==> src/rtl/wrap_out_fifo.sv <==
// wrap_out_fifo: circular result buffer between a multiplier producer and a
// consumer. Registered occupancy, no bypass at empty, sticky overflow on drop.
module wrap_out_fifo #(
   parameter int WIDTH = 32,
   parameter int DEPTH = 4,
   parameter int CW    = $clog2(DEPTH + 1)
) (
   input  logic             clk,
   input  logic             rst,
   input  logic             doneMul,
   input  logic [WIDTH-1:0] in,
   input  logic             resultaccept,
   output logic             resultready,
   output logic [WIDTH-1:0] Final,
   output logic             full,
   output logic [CW-1:0]    count,
   output logic             overflow
);

   localparam int PW = $clog2(DEPTH);

   logic [WIDTH-1:0] mem_q [DEPTH];
   logic [PW-1:0]    wr_ptr_q, wr_ptr_d;
   logic [PW-1:0]    rd_ptr_q, rd_ptr_d;
   logic [CW-1:0]    count_q, count_d;
   logic             overflow_q, overflow_d;
   logic             push, pop;
   logic             is_full, is_empty;

   assign is_full  = (count_q == CW'(DEPTH));
   assign is_empty = (count_q == '0);

   // Handshake decode and next-state for pointers, count and overflow flag.
   // A pop frees a slot in the same cycle, so a push is still accepted when full.
   always_comb begin
      pop        = !is_empty && resultaccept;
      push       = doneMul && (!is_full || pop);
      wr_ptr_d   = wr_ptr_q;
      rd_ptr_d   = rd_ptr_q;
      count_d    = count_q;
      overflow_d = overflow_q;
      if (push) wr_ptr_d = wr_ptr_q + PW'(1);
      if (pop)  rd_ptr_d = rd_ptr_q + PW'(1);
      if (push && !pop) count_d = count_q + CW'(1);
      if (pop && !push) count_d = count_q - CW'(1);
      if (doneMul && !push) overflow_d = 1'b1;
   end

   // Control state registers with synchronous active-low reset.
   always_ff @(posedge clk) begin
      if (!rst) begin
         wr_ptr_q   <= '0;
         rd_ptr_q   <= '0;
         count_q    <= '0;
         overflow_q <= 1'b0;
      end else begin
         wr_ptr_q   <= wr_ptr_d;
         rd_ptr_q   <= rd_ptr_d;
         count_q    <= count_d;
         overflow_q <= overflow_d;
      end
   end

   // Storage write; contents are not cleared by reset, only gated by push.
   always_ff @(posedge clk) begin
      if (rst && push) mem_q[wr_ptr_q] <= in;
   end

   // Outputs derive from registered state only; Final is masked to zero when empty.
   always_comb begin
      resultready = !is_empty;
      full        = is_full;
      count       = count_q;
      overflow    = overflow_q;
      Final       = is_empty ? '0 : mem_q[rd_ptr_q];
   end

endmodule

==> config.mk <==
export PLATFORM = sky130hd
export DESIGN_NAME = wrap_out_fifo
export DESIGN_NICKNAME = d
export VERILOG_FILES = /design/src/rtl/wrap_out_fifo.sv
export SDC_FILE = /design/constraint.sdc
export NUM_CORES = 1
export LEC_CHECK = 0
export ABC_CLOCK_PERIOD_IN_PS = 5100
export CAP_MARGIN = 10
export CORE_ASPECT_RATIO = 0.5
export CORE_MARGIN = 4
export CORE_UTILIZATION = 60
export CTS_BUF_LIST = sky130_fd_sc_hd__clkbuf_8
export DETAILED_ROUTE_END_ITERATION = 10
export GPL_ROUTABILITY_DRIVEN = 0
export PLACE_DENSITY = 0.86
export SYNTH_ARGS = -nofsm -noshare
export SYNTH_HDL_FRONTEND = slang
export SYNTH_SLANG_ARGS = --single-unit
export TNS_END_PERCENT = 1
==> constraint.sdc <==
create_clock -name clk -period 5.1 [get_ports clk]
set_input_delay 0.51 -clock clk [delete_from_list [all_inputs] [get_ports clk]]
set_output_delay 0.51 -clock clk [all_outputs]
set_load 0.1 [all_outputs]
# Word level (Yosys, flattened, before mapping)
# Memories as Yosys holds them, arrays and structs flattened. A register that Yosys moved wholly into a read port is not among the register bits.
# Index checks and enable logic that the tools add are counted.
# op_classes
add_sub_neg,4
eq_ne,1
mux,7
reduce_logical,13
# op_table
operator,count
32-bit two-way mux,1
1-bit logical AND,6
3-bit two-way mux,2
"2-bit by 1-bit adder with 2-bit output, second input constant",2
1-bit logical NOT,4
2-bit two-way mux,2
"3-bit by 1-bit adder with 3-bit output, second input constant",1
"3-bit == test, second input constant",1
3-bit logical NOT,1
"3-bit by 1-bit subtractor with 3-bit output, second input constant",1
1-bit two-way mux,2
2-bit nonzero test,1
1-bit logical OR,1
# totals
register_bits,8
ramBits,128
elab_cells,30
n_memories,1
# mem_list
name,depth,width,read_ports,rd_ports_with_merged_regs,wr,line_no,text
mem_q,4,32,1,1,1,22,logic [WIDTH-1:0] mem_q [DEPTH];

# Depth between registers and ports, before layout
# Gate-level depths: netlist (run 1).
# logic_depth
word_depth,8
mapped_depth,8

# Worst setup path after synthesis (run 1)
# No wires, ideal clock.
# synth_path
kind,register to register
from,"reg count_q[0], in the netlist count[0]"
to,"reg count_q[2], in the netlist count[2]"
setup_ns,0.120
arrival_time_ns,3.818
t_required_ns,4.980
setup_slack_ns,1.162
stages_incl_launch_ff,9
path_buffers,2
path_cell_list,dfxtp_1 > buf_2 > or3_1 > clkbuf_1 > nand2_1 > fa_1 > or3b_1 > a32o_1 > o31a_1
# synth_between
elab_chain_len,8
elab_cells_between_ends,16
classes_between,add/sub: 2; eq/ne: 1; mux: 2; reduce/logical: 11
# synth_rtl
item,line_no,text
start: declaration,25,"logic [CW-1:0] count_q, count_d;"
start signal: assignment,59,count_q <= count_d;
3-bit logical NOT (*),31,assign is_empty = (count_q == '0);
1-bit logical NOT (*),--,
via resultready,13,"output logic resultready,"
1-bit logical AND (*),36,pop = !is_empty && resultaccept;
1-bit logical OR,37,push = doneMul && (!is_full || pop);
1-bit logical AND,37,
1-bit logical NOT,45,if (pop && !push) count_d = count_q - CW'(1);
1-bit logical AND,45,
3-bit two-way mux or 2-bit nonzero test (tied branches),--,
# Mark *: on every way through the listed nets, which the timed path passes. The rest lies on a longest branch. The select of a mux whose other input is x is not followed.
# A chain may end at the register's enable or synchronous reset.

# Final worst setup path (run 1)
# layout_path
from,"reg count_q[2], in the netlist count[2]"
to,out Final[30]
# layout_between
elab_chain_len,2
# layout_rtl
item,line_no,text
3-bit logical NOT,31,
32-bit two-way mux,75,Final = is_empty ? '0 : mem_q[rd_ptr_q];
end: declaration,14,"output logic [WIDTH-1:0] Final,"
# No other way between the ends.

==> results of run 1 <==
-- worst max-delay path, delay by kind of cell, from the launching register on --
family,cells,cell delay (ns)
simple gates,2,1.15
flops,1,0.57
buf+inv,1,1.15
-- worst max path at each step --
| stage | to | cells past startpoint |
|---|---|---|
| after global routing | Final[11] | 4 |
| final | Final[30] | 3 |
| after detailed placement | Final[7] | 4 |
| after CTS | Final[7] | 4 |
| after floorplan | count[2] | 8 |
| after global placement | Final[13] | 4 |
-- layout make-up --
cell class | instances | area (um2)
inverter | 7 | 26.3
fill | 461 | 2200
tap | 117 | 146
sequential | 138 | 4050
multi-input combinational | 114 | 1300
clock buffer | 18 | 248
clock inverter | 14 | 93.8
timing repair buffer | 74 | 738
-- state kept, by name, summed over array words and instances, names as in the netlist, named ones only --
register	count
rd_ptr_q	2
overflow	1
count	3
mem_q	128
wr_ptr_q	2
-- metrics by stage --
step	total power [uW]	utilization (%)	setup WS, ns
final	2990	75.0	1.28
after global placement	2230	71.1	1.69
after global routing	3100	75.0	1.03
after detailed placement	2250	71.1	1.65
after floorplan	2060	-	1.16
after CTS	3010	75.0	1.17
-- logic make-up (layout without fill, tap and decap cells) --
group	Yosys count	in the layout	share of synthesized area, %
muxes	35	35	13.8
buffers and inverters	22	113	2.69
xor gates and xnor gates	4	4	0.639
and+or+nand+nor	59	59	6.25
AOI/OAI and AO/OA	11	11	1.55
adders and majority gates	5	5	1.28
DFF	138	138	73.8
-- cells in the mapped netlist (all sizes together), types with 2 or more instances --
master / n
ha: 4
dfxtp: 10
inv: 7
xor2: 3
clkbuf: 3
and3: 4
edfxtp: 128
mux4: 32
buf: 12
nor2: 6
mux2i: 3
nand2: 7
and2: 33
nor2b: 2
-- metal layers --
| metal | track usage (%) | up-vias | wire [um] |
|---|---|---|---|
| met2 | 34.7 | 91 | 5180 |
| met4 | 7.38 | 0 | 72 |
| met3 | 7.08 | 6 | 593 |
| met1 | 24.4 | 1388 | 4080 |
| li1 | - | 1239 | - |
| met5 | 0 | - | 0 |
-- report_power, final --
group / internal [uW] / switching, uW
combinational: 255 / 641
sequential: 1280 / 43.9
clock: 383 / 388
total: 1920 / 1070
==> results.md, run 1 <==
- Num CTS Buffers: 17
- Critical path data arrival time: between 3 and 4 ns
- Die W: 143 um
- Hold path start: wr_ptr_q[1]
- Largest net degree at the start of global routing: 35
- P&R area growth vs syn: 20.3%
- Fmax: 262 MHz
- Pleak: 0.00215 uW
- CP Capture Type: output pin
- Die ar.: approximately 11000 um2
- Post-synth EDFFs: between 100 and 150
- Total Neg Setup Slack: 0 ns
- Initial Util: 62.3%
- Hold Slack: around 0.52 ns
- Area of the mapped netlist: about 5500 um2
- Final instance area: 6600 um2
- Final period util: 75.0%
- R2R setup slack: 2.03 ns
- Pwr Density: 454 nW/um2
- Drt drc: 0
- Number of global-route vias before repair: 2924
- Antenna violations before repair: 0
- Share of layout cells above drive strength 1: 17.8%
- Total number of vias: 2724
- CP max-delay cell: clkdlybuf4s50_1
- First-pass GRT wire length: 15400 um
- Yosys cell types: 38
- Initial DRC count: about 150
- Critical Path Source: count[2]
- CTS tree: yes
- Dpl cells: 450
- Post-synthesis async set-or-reset flop share: 0%
- Worst VDD drop: ~240 uV
- Commonest non-fill, non-tap cell in the layout: edfxtp_1
- Top cells by area, synth: edfxtp_1, mux4_2, and2_1
- Clock Sinks: 138
- Post-Layout Cell Count: 482
- Worst Max-Slew Pin Slew: 1.03 ns
- Most frequent cells in the layout: edfxtp_1, clkdlybuf4s50_1, and2_1
- PortBufs: 73
- Crit Reg-Reg Endpoint: count[2]
- RSZ-0062 raised after global routing: no
- Synthesis-stage register bit count: 138
- Nets: 393
- Max-Cap Viols: 0
- Worst Path Required: 4.59 ns
- H-tree depth: 4
- Synth Area per Inst: 20.0 um2
- DR pass1 iterations: 4
- Core area: 8800 um2
- Routed WL: 9930 um
- Synth warn: 0
- Total track usage: around a fifth
- CP max FO: 34
- Status: completed
- Critical path startpoint category: register
- Reg2reg path depth: 6
- CTS Buffer Depth: 2
- Io pins: 74
- Hold-fix buffers at CTS: 0
- WS Path Type: reg -> out
- Crit-path cells: or3_1 -> and2_1 -> clkdlybuf4s50_1
- Clock Skew: 0.0128 ns
- CTS root buffer: clkbuf_8
- Clock-pin slew on the worst setup and hold paths: 0.08 ns
- Post-synth top flop: edfxtp_1
- Routed vias/inst: roughly 5.7
- HPWL Detailed: between 6000 and 7000 um
- Placed inst area: between 6000 and 7000 um2
- Hold Crit Class: reg -> reg
- Later-pin clock latency in the skew report: 0.44 ns
- Post-route minimum period: around 3.8 ns
- Post-CTS setup buffers: 0
- ANT cells: 0
- Syn nets: 315
- Setup violations, final: 0
- Congestion Overflow GR: 0
- PostCTS Resize Cnt: 0
- Top-area cell type share of the netlist area: between 70% and 80%
- Area leader, netlist: edfxtp_1
- RR Startpoint: count[2]
- Fin. max-slew vios: 0
- Worst hold endpoint: wr_ptr_q[1]
- Detail Route Antenna Nets: 0
- Hold Vio Cnt, Final: 0
- Post-Synthesis Cells: 274
- Wire per inst: 20.6 um
- Slew headroom: 31.2%
- Post-synthesis sequential area ratio: 73.8%
- Die height: 75.6 um
- # rows: 24
- Worst hold stages: 2
- Max incr delay on CP: 1.15 ns
Note: power is estimated with default switching activity, not from simulation.
==> inputs of run 2 (changes only) <==
--- a/config.mk
+++ b/config.mk
@@ -5,15 +5,15 @@
 export SDC_FILE = /design/constraint.sdc
 export NUM_CORES = 1
 export LEC_CHECK = 0
-export ABC_CLOCK_PERIOD_IN_PS = 5100
+export ABC_CLOCK_PERIOD_IN_PS = 3200
 export CAP_MARGIN = 10
 export CORE_ASPECT_RATIO = 0.5
 export CORE_MARGIN = 4
-export CORE_UTILIZATION = 60
+export CORE_UTILIZATION = 51
 export CTS_BUF_LIST = sky130_fd_sc_hd__clkbuf_8
 export DETAILED_ROUTE_END_ITERATION = 10
 export GPL_ROUTABILITY_DRIVEN = 0
-export PLACE_DENSITY = 0.86
+export PLACE_DENSITY = 0.78
 export SYNTH_ARGS = -nofsm -noshare
 export SYNTH_HDL_FRONTEND = slang
 export SYNTH_SLANG_ARGS = --single-unit
==> constraint.sdc (replaced) <==
create_clock -name clk -period 3.2 [get_ports clk]
set_input_delay 0.32 -clock clk [delete_from_list [all_inputs] [get_ports clk]]
set_output_delay 0.32 -clock clk [all_outputs]
set_load 0.1 [all_outputs]
==> run 2 against run 1 <==
Cell count grew 5.8%; hold slack lost 0.029 ns; die area grew 16%; sequential power grew 58%; combinational power grew 59%.
==> results.md, run 2 (synthesis results as in run 1) <==
- Status: completed
- Worst Max-Slew Pin Slew: 0.976 ns (-0.0557 ns)
- Placed inst area: 6250 um2 (about the same)
- Num CTS Buffers: 17 (unchanged)
- Setup violations, final: 0 (unchanged)
- Io pins: 74 (unchanged)
- PortBufs: 73 (unchanged)
- Pleak: 0.00226 uW (+5.2%)
- Max incr delay on CP: 0.57 ns (-0.58 ns)
- Die ar.: 12600 um2 (+16%)
- Worst Path Required: 2.88 ns (-1.71 ns)
- Hold Vio Cnt, Final: 0 (unchanged)
- Cell internal pwr: 3340 uW (+74%)
- Initial Util: 53.0% (-9.3 points)
- CTS root buffer: clkbuf_8
- Wire per inst: 19.0 um (-7.9%)
- H-tree depth: 4 (unchanged)
- Total track usage: 16.4% (-3.8 points)
- Congestion Overflow GR: 0 (unchanged)
- Clock Sinks: 138 (unchanged)
- Largest net degree at the start of global routing: 34 (-2.9%)
- Critical path data arrival time: 2.20 ns (-1.11 ns)
- Routed WL: 9680 um (-2.5%)
- Commonest non-fill, non-tap cell in the layout: edfxtp_1
- Crit-path cells: buf_12 -> mux4_1 -> and2_1 -> buf_4
- Total Neg Setup Slack: 0 ns (unchanged)
- CP delay by family, top: multiplexers
- Slew headroom: 34.7% (+3.5 points)
- First-pass GRT wire length: 15400 um (-0.40%)
- WS Path Type: reg -> out
- Worst VDD drop: 287 uV (+20%)
- Initial DRC count: 211 (+42%)
- CP max FO: 25 (-26%)
- P&R area growth vs syn: 22.0%
- Pwr Density: 755 nW/um2 (+66%)
- Die height: 81.3 um (+7.6%)
- Final core occ: 64.7% (-10 points)
- Final instance area: 6690 um2 (+1.4%)
- Hold Crit Class: reg -> reg
- HPWL Detailed: 5910 um (-4.2%)
- Largest register FFs: 128 (unchanged)
- Total number of vias: 2715 (-0.33%)
- WP buf/inv: 2 (+1)
- Hold Slack: 0.490 ns (-0.0292 ns)
- Detail Route Antenna Nets: 0 (unchanged)
- PostCTS Resize Cnt: 0 (unchanged)
- Fmax: 397 MHz
- CP Capture Type: output pin
- Most frequent cells in the layout: edfxtp_1, clkdlybuf4s50_1, buf_4
- Layout fillers: 679 (+47%)
- Area taken by multi-input logic gates: 1300 um2 (unchanged)
- Clock-pin slew on the worst setup and hold paths: 0.07 ns (about the same)
- Hold-fix buffers at CTS: 0 (unchanged)
- Share of layout cells above drive strength 1: 29.2% (+11 points)
- Switching Fraction: 33.8% (-2.1 points)
- Core area: 10300 um2 (+18%)
- RSZ-0062 raised after global routing: no
- CTS tree: yes
- DR pass1 iterations: 5 (+1)
- Die W: 155 um (+8.0%)
- Psw: 1710 uW (+59%)
- Routed vias/inst: 5.32 (-5.8%)
- Power share of the combinational group: 28.3% (-1.7 points)
- Clock share of power: 30.2% (+4.4 points)
- Number of global-route vias before repair: 2970 (+1.6%)
- Clock Skew: 0.00627 ns (-0.00654 ns)
- Critical path startpoint category: register
- Fin. max-slew vios: 0 (unchanged)
- ANT cells: 0 (unchanged)
- CTS Buffer Depth: 2 (unchanged)
- CP max-delay cell: mux4_1
- FF+latch area: 4050 um2 (about the same)
- Final period util: about four fifths
- Top reg by flops: mem_q
- # rows: 26 (+8.3%)
- Seq pwr share: 41.5% (-2.8 points)
- Max-Cap Viols: 0 (unchanged)
- Antenna violations before repair: 0 (unchanged)
- Post-route minimum period: around 2.5 ns
- Post-CTS setup buffers: 0 (unchanged)
- Nets: 398 (+1.3%)
- Later-pin clock latency in the skew report: 0.42 ns (-0.02 ns)
- Drt drc: 0 (unchanged)
## run 2: cell count changes in the layout (fill, tap and decap cells not counted)
cell,before,now
dfxtp_1,8,5
inv_1,12,7
clkinv_1,0,4
clkbuf_8,18,17
bufinv_16,1,5
buf_12,0,1
clkinv_2,6,3
dfxtp_2,2,5
clkdlybuf4s50_1,73,39
inv_6,0,1
buf_4,1,39
## run 2: final timing paths
check                                 end  cells past startpoint      from  slack (ns)
worst min register to register   overflow                      2  overflow        0.49
worst max-delay path            Final[31]                      4  register        0.68
worst max register to register   count[2]                      6  count[2]        1.10
worst min-delay path             overflow                      2  overflow        0.49
## run 2: layout make-up
class,count,share of cell area (%)
tap,140,2.62
clock inverter,15,3.05
inverter,7,0.393
clock buffer,17,3.50
timing repair buffer,79,10.5
multi-input combinational,114,19.4
sequential,138,60.5
## run 2: power groups by stage
stage	combinational, uW	clock [uW]	sequential (uW)
5_1_grt	1490	1640	2100
3_5_place_dp	1440	0	2130
4_1_cts	1440	1550	2090
6_report	1430	1530	2090
3_3_place_gp	1420	0	2130
2_1_floorplan	1140	0	2140
## run 2: worst reg2reg max path, stage by stage (launching register included)
cell and delay (ns):
dfxtp_2 0.45, or3_1 0.17, nand2_1 0.07, fa_1 0.45, or3b_1 0.38, a32o_1 0.25
o31a_1 0.23
## run 2: per-layer routing
layer	vias to the layer above	global-route usage, %	share of wire [%]
li1	1256	-	-
met1	1377	20.9	42
met2	76	27.5	52
met3	6	4.15	5.6
met4	0	6.96	0.67
met5	-	0	0
## run 2: metrics by stage
| stage | total power (uW) | std cells | worst slack (ns) |
|---|---|---|---|
| after floorplan | 3280 | 274 | 0.0999 |
| after global placement | 3550 | 478 | 0.576 |
| after detailed placement | 3570 | 478 | 0.448 |
| after CTS | 5090 | 510 | 0.619 |
| after global routing | 5230 | 510 | 0.517 |
| final | 5050 | 510 | 0.680 |
